## config.mk

```make
export PLATFORM = sky130hd
export DESIGN_NAME = clarvi_reg_writeback_flat
export DESIGN_NICKNAME = d
export VERILOG_FILES = /design/src/rtl/clarvi_reg_writeback_if.sv /design/src/rtl/clarvi_reg_writeback.sv /design/src/flat_wrapper.sv
export SDC_FILE = /design/constraint.sdc
export NUM_CORES = 1
export LEC_CHECK = 0
export ABC_AREA = 0
export CORE_MARGIN = 2
export CORE_UTILIZATION = 35
export CTS_CLUSTER_SIZE = 8
export DETAILED_ROUTE_END_ITERATION = 6
export PLACE_DENSITY_LB_ADDON = 0.3
export SYNTH_ARGS = -nofsm -noshare
export SYNTH_HDL_FRONTEND = slang
export SYNTH_SLANG_ARGS = --single-unit
```

## constraint.sdc

```tcl
create_clock -name clock -period 1.61 [get_ports clock]
set_input_delay 0.2415 -clock clock [delete_from_list [all_inputs] [get_ports clock]]
set_output_delay 0.2415 -clock clock [all_outputs]
set_load 0.05 [all_outputs]
```

## src/rtl/clarvi_reg_writeback_if.sv

```systemverilog
// Result hand-off (in_*) and register-file write port (wb_*) of clarvi_reg_writeback.
// master drives results and watches the write port; slave is the write-back sequencer.
interface clarvi_reg_writeback_if;
    logic        in_valid;
    logic        in_ready;
    logic [4:0]  in_register;
    logic [63:0] in_data;
    logic [1:0]  in_part_mask;
    logic        wb_enable;
    logic        wb_part;
    logic [4:0]  wb_register;
    logic [31:0] wb_data;
    logic        wb_done;

    modport master (
        output in_valid, in_register, in_data, in_part_mask,
        input  in_ready, wb_enable, wb_part, wb_register, wb_data, wb_done
    );

    modport slave (
        input  in_valid, in_register, in_data, in_part_mask,
        output in_ready, wb_enable, wb_part, wb_register, wb_data, wb_done
    );
endinterface

```

## src/rtl/clarvi_reg_writeback.sv

```systemverilog
// clarvi_reg_writeback: serialises 64-bit results onto the 32-bit register-file write port, low half first.
// Define CLARVI_WB_SKID_EN to queue a second entry behind the holding entry (2-deep, strict order).
module clarvi_reg_writeback (
    input  logic                  clock,
    input  logic                  reset_n,
    clarvi_reg_writeback_if.slave bus
);

    typedef struct packed {
        logic        valid;
        logic [4:0]  idx;
        logic [63:0] data;
        logic [1:0]  pend;
    } entry_t;

    localparam entry_t EMPTY_ENTRY = '{valid: 1'b0, idx: 5'd0, data: 64'd0, pend: 2'b00};

    function automatic logic [1:0] effective_mask(input logic [4:0] idx, input logic [1:0] mask);
        logic [1:0] result;
        if (idx == 5'd0) begin
            result = 2'b00;
        end else begin
            result = mask;
        end
        return result;
    endfunction

    function automatic logic in_last_cycle(input entry_t e);
        return e.valid && (e.pend != 2'b11);
    endfunction

    function automatic logic [1:0] clear_emitted(input logic [1:0] pend);
        logic [1:0] result;
        if (pend[0]) begin
            result = {pend[1], 1'b0};
        end else begin
            result = 2'b00;
        end
        return result;
    endfunction

    function automatic logic [31:0] emitted_half(input entry_t e);
        logic [31:0] result;
        if (e.pend[0]) begin
            result = e.data[31:0];
        end else begin
            result = e.data[63:32];
        end
        return result;
    endfunction

    entry_t      head_r;
    entry_t      head_next_s;
    entry_t      in_entry_s;
    logic        accept_s;
    logic        retire_s;

    logic        wb_enable_r;
    logic        wb_part_r;
    logic [4:0]  wb_register_r;
    logic [31:0] wb_data_r;
    logic        wb_done_r;
    logic        in_ready_r;

    logic        wb_enable_next_s;
    logic        wb_part_next_s;
    logic [4:0]  wb_register_next_s;
    logic [31:0] wb_data_next_s;
    logic        wb_done_next_s;
    logic        in_ready_next_s;

`ifdef CLARVI_WB_SKID_EN
    entry_t      tail_r;
    entry_t      tail_next_s;
`endif

    // Handshake decode and the candidate entry built from the upstream result.
    always_comb begin
        accept_s   = bus.in_valid && in_ready_r;
        retire_s   = in_last_cycle(head_r);
        in_entry_s = '{valid: 1'b1,
                       idx:   bus.in_register,
                       data:  bus.in_data,
                       pend:  effective_mask(bus.in_register, bus.in_part_mask)};
    end

`ifdef CLARVI_WB_SKID_EN
    // Two-entry queue: the tail moves up as the head retires, so full entries stream without a bubble.
    always_comb begin
        head_next_s = head_r;
        tail_next_s = tail_r;
        if (retire_s) begin
            if (tail_r.valid) begin
                head_next_s = tail_r;
                if (accept_s) begin
                    tail_next_s = in_entry_s;
                end else begin
                    tail_next_s = EMPTY_ENTRY;
                end
            end else begin
                tail_next_s = EMPTY_ENTRY;
                if (accept_s) begin
                    head_next_s = in_entry_s;
                end else begin
                    head_next_s = EMPTY_ENTRY;
                end
            end
        end else if (head_r.valid) begin
            head_next_s.pend = clear_emitted(head_r.pend);
            if (accept_s) begin
                tail_next_s = in_entry_s;
            end else begin
                tail_next_s = tail_r;
            end
        end else begin
            tail_next_s = EMPTY_ENTRY;
            if (accept_s) begin
                head_next_s = in_entry_s;
            end else begin
                head_next_s = EMPTY_ENTRY;
            end
        end
    end
`else
    // Single holding entry: a new result can only land on the edge where the current one retires.
    always_comb begin
        head_next_s = head_r;
        if (retire_s) begin
            if (accept_s) begin
                head_next_s = in_entry_s;
            end else begin
                head_next_s = EMPTY_ENTRY;
            end
        end else if (head_r.valid) begin
            head_next_s.pend = clear_emitted(head_r.pend);
        end else if (accept_s) begin
            head_next_s = in_entry_s;
        end else begin
            head_next_s = EMPTY_ENTRY;
        end
    end
`endif

    // Write-port values for the next cycle, taken from whichever entry will sit at the head.
    always_comb begin
        wb_enable_next_s = head_next_s.valid && (head_next_s.pend != 2'b00);
        wb_done_next_s   = in_last_cycle(head_next_s);
        if (wb_enable_next_s) begin
            wb_part_next_s     = !head_next_s.pend[0];
            wb_register_next_s = head_next_s.idx;
            wb_data_next_s     = emitted_half(head_next_s);
        end else begin
            wb_part_next_s     = 1'b0;
            wb_register_next_s = 5'd0;
            wb_data_next_s     = 32'd0;
        end
`ifdef CLARVI_WB_SKID_EN
        in_ready_next_s = !(head_next_s.valid && tail_next_s.valid) || in_last_cycle(head_next_s);
`else
        in_ready_next_s = !head_next_s.valid || in_last_cycle(head_next_s);
`endif
    end

    // Entry storage and registered outputs; reset drops any half still pending.
    always_ff @(posedge clock or negedge reset_n) begin
        if (!reset_n) begin
            head_r        <= EMPTY_ENTRY;
`ifdef CLARVI_WB_SKID_EN
            tail_r        <= EMPTY_ENTRY;
`endif
            wb_enable_r   <= 1'b0;
            wb_part_r     <= 1'b0;
            wb_register_r <= 5'd0;
            wb_data_r     <= 32'd0;
            wb_done_r     <= 1'b0;
            in_ready_r    <= 1'b1;
        end else begin
            head_r        <= head_next_s;
`ifdef CLARVI_WB_SKID_EN
            tail_r        <= tail_next_s;
`endif
            wb_enable_r   <= wb_enable_next_s;
            wb_part_r     <= wb_part_next_s;
            wb_register_r <= wb_register_next_s;
            wb_data_r     <= wb_data_next_s;
            wb_done_r     <= wb_done_next_s;
            in_ready_r    <= in_ready_next_s;
        end
    end

    assign bus.in_ready    = in_ready_r;
    assign bus.wb_enable   = wb_enable_r;
    assign bus.wb_part     = wb_part_r;
    assign bus.wb_register = wb_register_r;
    assign bus.wb_data     = wb_data_r;
    assign bus.wb_done     = wb_done_r;

endmodule
```

## src/flat_wrapper.sv

```systemverilog
// flat-port wrapper written by rule: the top's interface ports become plain ports
module clarvi_reg_writeback_flat 
  (clock, reset_n, bus_in_valid, bus_in_register, bus_in_data, bus_in_part_mask, bus_in_ready, bus_wb_enable, bus_wb_part, bus_wb_register, bus_wb_data, bus_wb_done);
  clarvi_reg_writeback_if bus_i ();
  input  logic clock;
  input  logic reset_n;
  input wire logic [$bits(bus_i.in_valid)-1:0] bus_in_valid;
  input wire logic [$bits(bus_i.in_register)-1:0] bus_in_register;
  input wire logic [$bits(bus_i.in_data)-1:0] bus_in_data;
  input wire logic [$bits(bus_i.in_part_mask)-1:0] bus_in_part_mask;
  output wire logic [$bits(bus_i.in_ready)-1:0] bus_in_ready;
  output wire logic [$bits(bus_i.wb_enable)-1:0] bus_wb_enable;
  output wire logic [$bits(bus_i.wb_part)-1:0] bus_wb_part;
  output wire logic [$bits(bus_i.wb_register)-1:0] bus_wb_register;
  output wire logic [$bits(bus_i.wb_data)-1:0] bus_wb_data;
  output wire logic [$bits(bus_i.wb_done)-1:0] bus_wb_done;
  assign bus_i.in_valid = bus_in_valid;
  assign bus_i.in_register = bus_in_register;
  assign bus_i.in_data = bus_in_data;
  assign bus_i.in_part_mask = bus_in_part_mask;
  assign bus_in_ready = bus_i.in_ready;
  assign bus_wb_enable = bus_i.wb_enable;
  assign bus_wb_part = bus_i.wb_part;
  assign bus_wb_register = bus_i.wb_register;
  assign bus_wb_data = bus_i.wb_data;
  assign bus_wb_done = bus_i.wb_done;
  clarvi_reg_writeback u_core (.clock(clock), .reset_n(reset_n), .bus(bus_i));
endmodule
```

==> impl_metrics.py, run 1 <==
metrics = {
    "sta": {
        "tns_ns": -1.885,
        "relSlewSlack": 0.7570,
        "fin_crit_ns": 1.728,
        "rsz0062_at_grt": "yes",
        "fin_ws_ns": -0.1178,
        "slew_viol_final": 0,
        "period_share": 1.073,
        "worstMarginPinSlew_ns": 0.3607,
        "fin_skew_ns": 0.007109,
        "fmax_mhz": 578.8,
        "setup_viol": 34,
        "final_hold_viol_count": 0,
    },
    "logic_synthesis": {
        "postSynthAreaPerCell_um2": 10.64,
        "synth_nets": 527,
        "synth.largest_area_cell": "dfrtp_1",
        "synth_area_leaders": "dfrtp_1 (58%), a311oi_2 (10%), nand3_1 (7.4%)",
        "syn-cell-area_um2": 4818,
        "seq_area_frac_synth": 0.5871,
        "synth_xor_area_frac": 0,
        "netlist_instances": 453,
        "yosys.area.top_type_share": 0.5817,
        "synth_top_family_by_area": "simple AND/OR/NAND/NOR gates",
        "synth_fa_ha_area_frac": 0,
        "ys.warnings.count": 0,
        "synth_mux_area_frac": 0,
        "ys_ff_latch": 113,
        "synth-simple-area-share": 0.2090,
        "synth_cell_type_count": 23,
        "synth_compound_area_frac": 0.1491,
    },
    "clock_network": {
        "cts_made_buffers": 17,
        "clockRootBuffer": "clkbuf_16",
        "clk_latency_ns": 0.42,
        "cts_tree": "done",
        "clk_pin_slew_worst_paths_ns": 0.06,
        "cts_num_sinks": 113,
        "clk_path_buf_depth": 2,
        "cts_max_level": 4,
    },
    "worst_setup_path": {
        "crit_chain": "and2_4 -> o2111ai_4 -> buf_12 -> buf_12 -> buf_8 -> buf_16 -> a311oi_2",
        "path_common_cell": "buf_12",
        "end_kind": "register",
        "r2r_cells": 7,
        "slowest_delay_ns": 0.53,
        "cp-start-kind": "register",
        "cp.arrival_ns": 2.04,
        "slowest_stage": "dfstp_2",
        "required_ns": 1.92,
        "timing.rr.start": "u_core.bus.in_ready$_DFF_PN1_",
        "rr_endpoint": "u_core.bus.wb_data[25]$_DFF_PN0_",
        "critPathKind": "register to register",
        "worstPathMaxFanout": 6,
        "reg2reg_slack_ns": -0.12,
    },
    "place": {
        "gp_congestion": 0.7711,
        "port-buffer-count": 114,
        "hpwlAfterDp_mm": 8.743,
        "post-place-ws_ns": -0.6095,
    },
    "cells_and_area": {
        "num-fill-cells": 1096,
        "diodes": 0,
        "nNetsFinal": 702,
        "final_cell_mix": "dfrtp_1 (112), buf_4 (88), nand2_1 (76)",
        "layout-area-overhead-vs-synth_pct": 63.05,
        "drive_above_1_share": 0.3791,
        "final_common_cell": "dfrtp_1",
        "final_util": 0.5886,
    },
    "outcome": {
        "violations": "negative setup slack",
        "status": "finished with violations",
    },
    "drt": {
        "drc": 0,
        "num_vias": 4243,
        "ant_nets": 0,
        "drt_wl_total_mm": 15.32,
        "vias_per_cell": 5.193,
        "dr.pass1.iters": 4,
        "drt_iter0_drc": 232,
        "wl_per_cell_um": 18.75,
    },
    "grt": {
        "antenna_found_initial": 0,
        "grt_pass1_wl_mm": 23.90,
        "grt_overflow": 0,
        "grt_pass1_vias": 4400,
        "grt_max_degree": 48,
        "grt_usage": 0.2193,
    },
    "floorplan": {
        "io_pins": 115,
        "die_area_um2": 14720,
        "rows": 42,
        "die_width_um": 121.3,
        "fp.dieH_um": 121.3,
        "start_util": 0.3610,
        "coreArea_um2": 13350,
    },
    "min_path": {
        "hp-class": "input port to asynchronous set/reset pin",
    },
    "power_and_ir_drop": {
        "leakagePower_nw": 3.631,
        "power_density_nw_per_um2": 1104,
        "vdd_drop_max_mv": 0.7532,
    },
    "run": {
        "maxCapViolCount": 0,
    },
}
timing repair:
| item | 4_1_cts | 5_1_grt |
|---|---|---|
| hold endpoints to repair | 88 | 0 |
| resized for setup | 31 | 81 |
| hold buffers | 1 | 0 |
| gates cloned | 14 | 1 |
| setup buffers | 16 | 7 |
| pin swaps | 16 | 19 |
| endpoints found under the setup margin | 39 | 36 |
logic make-up after synthesis:
group,after synthesis
simple gates,216
compound gates,74
buf+inv,50
flops,113
metrics by stage:
stage | cells | area (µm²) | hold WS [ns] | power [mW]
6_report | 817 | 7856 | 0.2080 | 8.670
2_1_floorplan | 453 | 4877 | -0.05409 | 3.757
3_3_place_gp | 750 | 6371 | 0.09631 | 4.289
4_1_cts | 813 | 7701 | 0.1787 | 8.675
3_5_place_dp | 750 | 6371 | 0.1001 | 4.311
5_1_grt | 817 | 7856 | 0.2202 | 8.972
cells in the mapped netlist:
library cell and number:
a21oi_1 5, a311oi_2 32, and2_1 2, and3_1 1
buf_1 1, buf_2 10, buf_4 3, buf_6 7
clkbuf_1 26, dfrtp_1 112, dfstp_2 1, inv_1 3
nand2_1 76, nand3_1 71, nand4_1 32, nor2_1 28
nor2_2 5, o2111ai_4 1, o21a_1 1, o21ai_0 33
o21ai_1 1, o31a_1 1, or4_4 1
layer usage:
layer  wire length [µm]  GRT usage
met5                  0          0
met4                379    0.09411
met3                548    0.04041
met2               7896     0.3722
met1               6497     0.2738
where the power goes:
| part | switching, mW | internal, mW |
|---|---|---|
| clock | 1.29 | 2.81 |
| sequential | 0.0608 | 3.02 |
| combinational | 0.802 | 0.690 |
sequential cells by signal, summed over array words and instances, names as in the netlist:
signal,cells
u_core.bus.wb_done,1
u_core.bus.wb_part,1
u_core.bus.wb_enable,1
u_core.bus.in_ready,1
u_core.bus.wb_data,32
u_core.bus.wb_register,5
u_core.head_r,72
layout make-up:
cell class                 instances  area, µm²  area share
timing repair buffer             203       2241      0.2852
clock inverter                    11      183.9     0.02341
clock buffer                      21      460.4     0.05861
multi-input combinational        290       1911      0.2432
sequential                       113       2829      0.3601
tap                              176      220.2     0.02803
inverter                           3      11.26    0.001433
worst max-delay path, delay by kind of cell, from the launching register on:
kind / cells / cell delay [ns]
and+or+nand+nor: 1 / 0.16
AOI/OAI and AO/OA: 2 / 0.37
DFF: 1 / 0.53
buffers and inverters: 4 / 0.56
worst max-delay path by stage:
stage / start / to / slack (ns) / cells after the start
2_1_floorplan: u_core.bus.in_ready$_DFF_PN1_ / u_core.bus.wb_data[10]$_DFF_PN0_ / -0.20 / 7
3_3_place_gp: bus_in_register[3] / u_core.bus.wb_data[15]$_DFF_PN0_ / -0.55 / 6
3_5_place_dp: bus_in_register[3] / u_core.bus.wb_data[6]$_DFF_PN0_ / -0.61 / 6
4_1_cts: u_core.bus.in_ready$_DFF_PN1_ / u_core.bus.wb_data[14]$_DFF_PN0_ / -0.16 / 8
5_1_grt: u_core.bus.in_ready$_DFF_PN1_ / u_core.bus.wb_data[12]$_DFF_PN0_ / -0.15 / 6
6_report: u_core.bus.in_ready$_DFF_PN1_ / u_core.bus.wb_data[25]$_DFF_PN0_ / -0.12 / 7
(Power assumes the default switching activity.)
==> inputs of run 2 (changes only) <==
--- a/config.mk
+++ b/config.mk
@@ -10,6 +10,7 @@
 export CORE_UTILIZATION = 35
 export CTS_CLUSTER_SIZE = 8
 export DETAILED_ROUTE_END_ITERATION = 6
+export HOLD_SLACK_MARGIN = 0.12
 export PLACE_DENSITY_LB_ADDON = 0.3
 export SYNTH_ARGS = -nofsm -noshare
 export SYNTH_HDL_FRONTEND = slang
==> constraint.sdc (replaced) <==
create_clock -name clock -period 1.7 [get_ports clock]
set_input_delay 0.255 -clock clock [delete_from_list [all_inputs] [get_ports clock]]
set_output_delay 0.255 -clock clock [all_outputs]
set_load 0.05 [all_outputs]
==> run 2 against run 1 <==
The run now ends clean. Total power is 9.7% lower. Combinational power is 22% lower. Sequential power is 5% lower. Maximum frequency is 4.9% higher. Die area stayed put. Cell count is 4.3% lower. Register-to-register slack better by 0.17 ns. Critical path depth is 1 lower. Critical endpoint is now u_core.bus.wb_done$_DFF_PN0_. Highest routed layer unchanged.
==> impl_metrics.py, run 2 (synthesis results as in run 1) <==
metrics = {
    "drt": {
        "num_vias": 4023,
        "drc": 0,
        "drt_iter0_drc": 238,
        "ant_nets": 0,
        "drt_wl_total_mm": 13.56,
        "vias_per_cell": 5.145,
        "wl_per_cell_um": 17.33,
        "dr.pass1.iters": 4,
    },
    "min_path": {
        "hp-class": "input port to register",
        "hp-start": "bus_in_register[3]",
    },
    "place": {
        "gp_congestion": 0.7850,
        "port-buffer-count": 114,
        "hpwlAfterDp_mm": 8.716,
    },
    "sta": {
        "final_hold_viol_count": 0,
        "tns_ns": 0,
        "slew_viol_final": 0,
        "period_share": 0.9692,
        "relSlewSlack": 0.5867,
        "fmax_mhz": 607.0,
        "setup_viol": 0,
        "fin_crit_ns": 1.648,
        "rsz0062_at_grt": "yes",
        "fin_skew_ns": 0.007900,
        "worstMarginPinSlew_ns": 0.6199,
    },
    "clock_network": {
        "cts_num_sinks": 113,
        "cts_max_level": 4,
        "cts_made_buffers": 17,
        "clk_pin_slew_worst_paths_ns": 0.06,
        "clockRootBuffer": "clkbuf_16",
        "clk_latency_ns": 0.41,
        "clk_path_buf_depth": 2,
        "cts_tree": "done",
    },
    "cells_and_area": {
        "final_util": 0.5311,
        "largest_reg_flops": 72,
        "diodes": 0,
        "num-fill-cells": 1170,
        "nNetsFinal": 667,
        "layout-area-overhead-vs-synth_pct": 47.13,
        "final_cell_mix": "dfrtp_1 (112), buf_4 (78), nand2_1 (76)",
        "top_register": "u_core.head_r",
        "final_common_cell": "dfrtp_1",
        "seq_area_um2": 2829,
        "multi_input_area_um2": 1745,
        "drive_above_1_share": 0.2822,
    },
    "worst_setup_path": {
        "end_kind": "register",
        "cp-start-kind": "register",
        "critPathKind": "register to register",
        "startpoint": "u_core.bus.in_ready$_DFF_PN1_",
        "cp.arrival_ns": 1.94,
        "required_ns": 1.99,
        "timing.rr.start": "u_core.bus.in_ready$_DFF_PN1_",
        "worstPathMaxFanout": 10,
    },
    "outcome": {
        "status": "complete, no violations",
    },
    "power_and_ir_drop": {
        "power_density_nw_per_um2": 1105,
        "p_int_mw": 5.836,
        "vdd_drop_max_mv": 0.5725,
        "pwr-share-seq": 0.372,
        "combPwrFrac": 0.148,
        "switching_power_mw": 1.994,
        "pwr-share-clk": 0.479,
        "leakagePower_nw": 3.264,
        "finalPower_mw": 7.830,
        "swShare": 0.2547,
    },
    "floorplan": {
        "die_width_um": 121.3,
        "coreArea_um2": 13350,
        "rows": 42,
        "io_pins": 115,
        "fp.dieH_um": 121.3,
        "start_util": 0.3610,
        "die_area_um2": 14720,
    },
    "run": {
        "maxCapViolCount": 0,
    },
    "grt": {
        "grt_usage": 0.1947,
        "grt_pass1_vias": 4299,
        "grt_max_degree": 114,
        "grt_pass1_wl_mm": 21.82,
        "grt_overflow": 0,
        "antenna_found_initial": 0,
    },
}
[run 2: cell types whose count changed in the layout (fill, tap and decap cells not counted), moves of 8 or more]
cell	change
o21ai_2	-15
nor2_2	-10
buf_16	-8
nor2_4	-9
buf_6	-10
o21ai_0	+17
buf_4	-10
nor2_1	+19
[run 2: repair_timing]
| item | in CTS | in global routing |
|---|---|---|
| setup buffers | 9 | 3 |
| hold endpoints to repair | 112 | 0 |
| pin swaps | 2 | 4 |
| setup endpoints to repair | 32 | 29 |
| gates cloned | 3 | 0 |
| hold buffers | 1 | 0 |
| resized for setup | 10 | 14 |
[run 2: stage by stage]
step	instances	hold slack, ns	setup slack [ns]	area (µm²)
finish	782	0.2651	0.05244	7089
global route	782	0.2666	-0.01333	7089
CTS	781	0.2431	-0.04133	7116
detailed placement	736	0.3930	-0.5450	6261
global placement	736	0.3790	-0.5017	6261
floorplan	453	-0.04059	-0.1080	4872
[run 2: path summary, 6_finish.rpt]
| path | end | slack, ns | depth (start not counted) |
|---|---|---|---|
| max reg2reg | u_core.bus.wb_done$_DFF_PN0_ | 0.05 | 6 |
| min reg2reg | u_core.head_r[67]$_DFF_PN0_ | 0.46 | 2 |
| min in group asynchronous | u_core.bus.wb_register[1]$_DFF_PN0_ | 0.45 | 3 |
| min | u_core.head_r[69]$_DFF_PN0_ | 0.27 | 3 |
| max | u_core.bus.wb_done$_DFF_PN0_ | 0.05 | 6 |
| max in group asynchronous | u_core.head_r[32]$_DFF_PN0_ | 0.77 | 3 |
[run 2: per-layer routing]
metal | global-route usage | vias up | wire length, µm
li1 | - | 1908 | -
met1 | 0.2409 | 1971 | 5782
met2 | 0.3322 | 128 | 6832
met3 | 0.03947 | 16 | 674
met4 | 0.07974 | 0 | 265
met5 | 0 | - | 0
[run 2: worst max-delay path: stages, from the launching register on]
cell	delay, ns
dfstp_2	0.53
and2_4	0.15
o2111ai_4	0.13
buf_12	0.18
buf_12	0.14
buf_12	0.15
o31a_1	0.23
[run 2: layout make-up]
cell class              instances  area share
well taps                     176     0.03106
clock inverters                13     0.02612
repair buffers                168      0.2335
flip-flops and latches        113      0.3990
inverters                       3    0.001588
clock buffers                  19     0.06248
multi-input cells             290      0.2462
[run 2: power by group through the flow]
| stage | sequential, mW | clock, mW | combinational [mW] |
|---|---|---|---|
| 4_1_cts | 2.92 | 3.80 | 1.18 |
| 3_5_place_dp | 2.96 | 0 | 1.10 |
| 2_1_floorplan | 3.15 | 0 | 0.402 |
| 3_3_place_gp | 2.96 | 0 | 1.08 |
| 5_1_grt | 2.93 | 3.91 | 1.24 |
| 6_report | 2.92 | 3.75 | 1.16 |
==> inputs of run 3 (changes only) <==
--- a/config.mk
+++ b/config.mk
@@ -6,6 +6,7 @@
 export NUM_CORES = 1
 export LEC_CHECK = 0
 export ABC_AREA = 0
+export CORE_ASPECT_RATIO = 0.7
 export CORE_MARGIN = 2
 export CORE_UTILIZATION = 35
 export CTS_CLUSTER_SIZE = 8
==> run 3 against run 2 <==
Worst hold slack worse by 0.065 ns. Sequential power about the same. Highest routed layer unchanged. First-iteration DRC count up 3.4%. Sequential cell count unchanged.
==> impl_metrics.py, run 3 (synthesis results as in run 1) <==
metrics = {
    "power_and_ir_drop": {
        "finalPower_mw": 7.388,
        "power_density_nw_per_um2": 1004,
        "vdd_drop_max_mv": 0.7264,
        "leakagePower_nw": 3.441,
    },
    "clock_network": {
        "clk_latency_ns": 0.41,
        "clk_path_buf_depth": 2,
        "cts_tree": "done",
        "cts_num_sinks": 113,
        "cts_max_level": 4,
        "cts_made_buffers": 17,
        "clk_pin_slew_worst_paths_ns": 0.05,
        "clockRootBuffer": "clkbuf_16",
    },
    "worst_setup_path": {
        "required_ns": 2.01,
        "cp_num_buf_inv": 3,
        "crit_chain": "dlygate4sd2_1 -> or4_4 -> o2111ai_4 -> buf_8 -> clkbuf_16 -> nor2_2 -> a311oi_2",
        "slowest_delay_ns": 0.55,
        "worstPathMaxFanout": 7,
        "slowest_stage": "or4_4",
        "critPathKind": "input port to register",
        "r2r_cells": 6,
        "cp.arrival_ns": 1.98,
        "crit_cells": 7,
        "cp-start-kind": "input port",
        "end_kind": "register",
        "crit_family": "buffers and inverters",
    },
    "grt": {
        "grt_pass1_wl_mm": 23.32,
        "grt_overflow": 0,
        "grt_usage": 0.2101,
        "antenna_found_initial": 0,
        "grt_pass1_vias": 4464,
        "grt_max_degree": 59,
    },
    "drt": {
        "ant_nets": 0,
        "drt_iter0_drc": 246,
        "num_vias": 4293,
        "wl_per_cell_um": 17.95,
        "vias_per_cell": 5.172,
        "drt_wl_total_mm": 14.90,
        "drc": 0,
        "dr.pass1.iters": 5,
    },
    "sta": {
        "fin_ws_ns": 0.03110,
        "setup_viol": 0,
        "fin_crit_ns": 1.669,
        "worstMarginPinSlew_ns": 0.3426,
        "fmax_mhz": 599.2,
        "slew_viol_final": 0,
        "final_hold_viol_count": 0,
        "period_share": 0.9817,
        "fin_skew_ns": 0.01054,
        "relSlewSlack": 0.7692,
    },
    "cells_and_area": {
        "layout-area-overhead-vs-synth_pct": 52.69,
        "diodes": 0,
        "drive_above_1_share": 0.3256,
        "nNetsFinal": 707,
        "final_cell_mix": "dfrtp_1 (112), buf_4 (110), nand2_1 (76)",
        "fin_cells": 830,
        "largest_reg_flops": 72,
        "final_common_cell": "dfrtp_1",
        "top_register": "u_core.head_r",
    },
    "min_path": {
        "hp-class": "input port to asynchronous set/reset pin",
    },
    "run": {
        "maxCapViolCount": 0,
    },
    "place": {
        "post-place-ws_ns": -0.5939,
        "hpwlAfterDp_mm": 9.300,
        "port-buffer-count": 114,
        "dp_cells": 778,
        "gp_congestion": 0.7886,
    },
    "outcome": {
        "status": "complete, no violations",
    },
    "floorplan": {
        "io_pins": 115,
        "coreArea_um2": 13310,
        "fp.dieH_um": 102.2,
        "die_width_um": 144.2,
        "die_area_um2": 14740,
        "rows": 35,
        "start_util": 0.3619,
    },
}
-- run 3: cell types whose count changed in the layout (fill, tap and decap cells not counted), moves of 4 or more --
cell | before | now
buf_4 | 78 | 110
buf_6 | 1 | 6
buf_8 | 0 | 4
bufinv_16 | 4 | 0
clkbuf_8 | 1 | 5
o21ai_0 | 20 | 16
-- run 3: timing repair --
item	CTS	global route
hold endpoints to repair	112	0
hold buffers	1	0
gates resized for setup	17	27
setup buffers	18	1
endpoints found under the setup margin	39	31
gates cloned	3	2
pin swaps	5	7
-- run 3: routing by layer --
metal,share of wire,vias up,GRT usage
li1,-,1979,-
met1,0.47,2117,0.3030
met2,0.44,178,0.3121
met3,0.075,19,0.05576
met4,0.014,0,0.06647
met5,0,-,0
-- run 3: final cells by class --
type                       instances  area, µm²
tap                              185      231.5
sequential                       113       2829
clock inverter                     6      30.03
clock buffer                      25      505.5
timing repair buffer             208       1998
fill                            1158       5956
inverter                           3      11.26
multi-input combinational        290       1752
-- run 3: report_power, final --
part	switching (mW)	leakage (nW)	internal (mW)	total, mW
logic	0.719	1.69	0.563	1.28
clock network	1.16	0.272	2.03	3.19
registers	0.0570	1.48	2.86	2.92
-- run 3: path summary, 6_finish.rpt --
check                                                   start                          endpoint  slack, ns
worst max-delay path                       bus_in_register[2]   u_core.bus.wb_data[2]$_DFF_PN0_       0.03
max in group asynchronous                             reset_n     u_core.bus.in_ready$_DFF_PN1_       0.97
min in group clock                         bus_in_register[2]       u_core.head_r[68]$_DFF_PN0_       0.25
worst min register to register    u_core.head_r[69]$_DFF_PN0_       u_core.head_r[69]$_DFF_PN0_       0.46
worst min-delay path                                  reset_n  u_core.bus.wb_data[24]$_DFF_PN0_       0.20
worst max register to register  u_core.bus.in_ready$_DFF_PN1_  u_core.bus.wb_data[18]$_DFF_PN0_       0.05
-- run 3: through the flow --
step,instance area (µm²),utilization,hold slack (ns),setup TNS (ns)
floorplan,4872,-,-0.04059,-2.613
global placement,6507,0.4888,0.06601,-19.84
detailed placement,6507,0.4888,0.06774,-22.55
CTS,7326,0.5503,0.1866,-0.01696
global route,7357,0.5526,0.1952,-0.008895
finish,7357,0.5526,0.2001,0
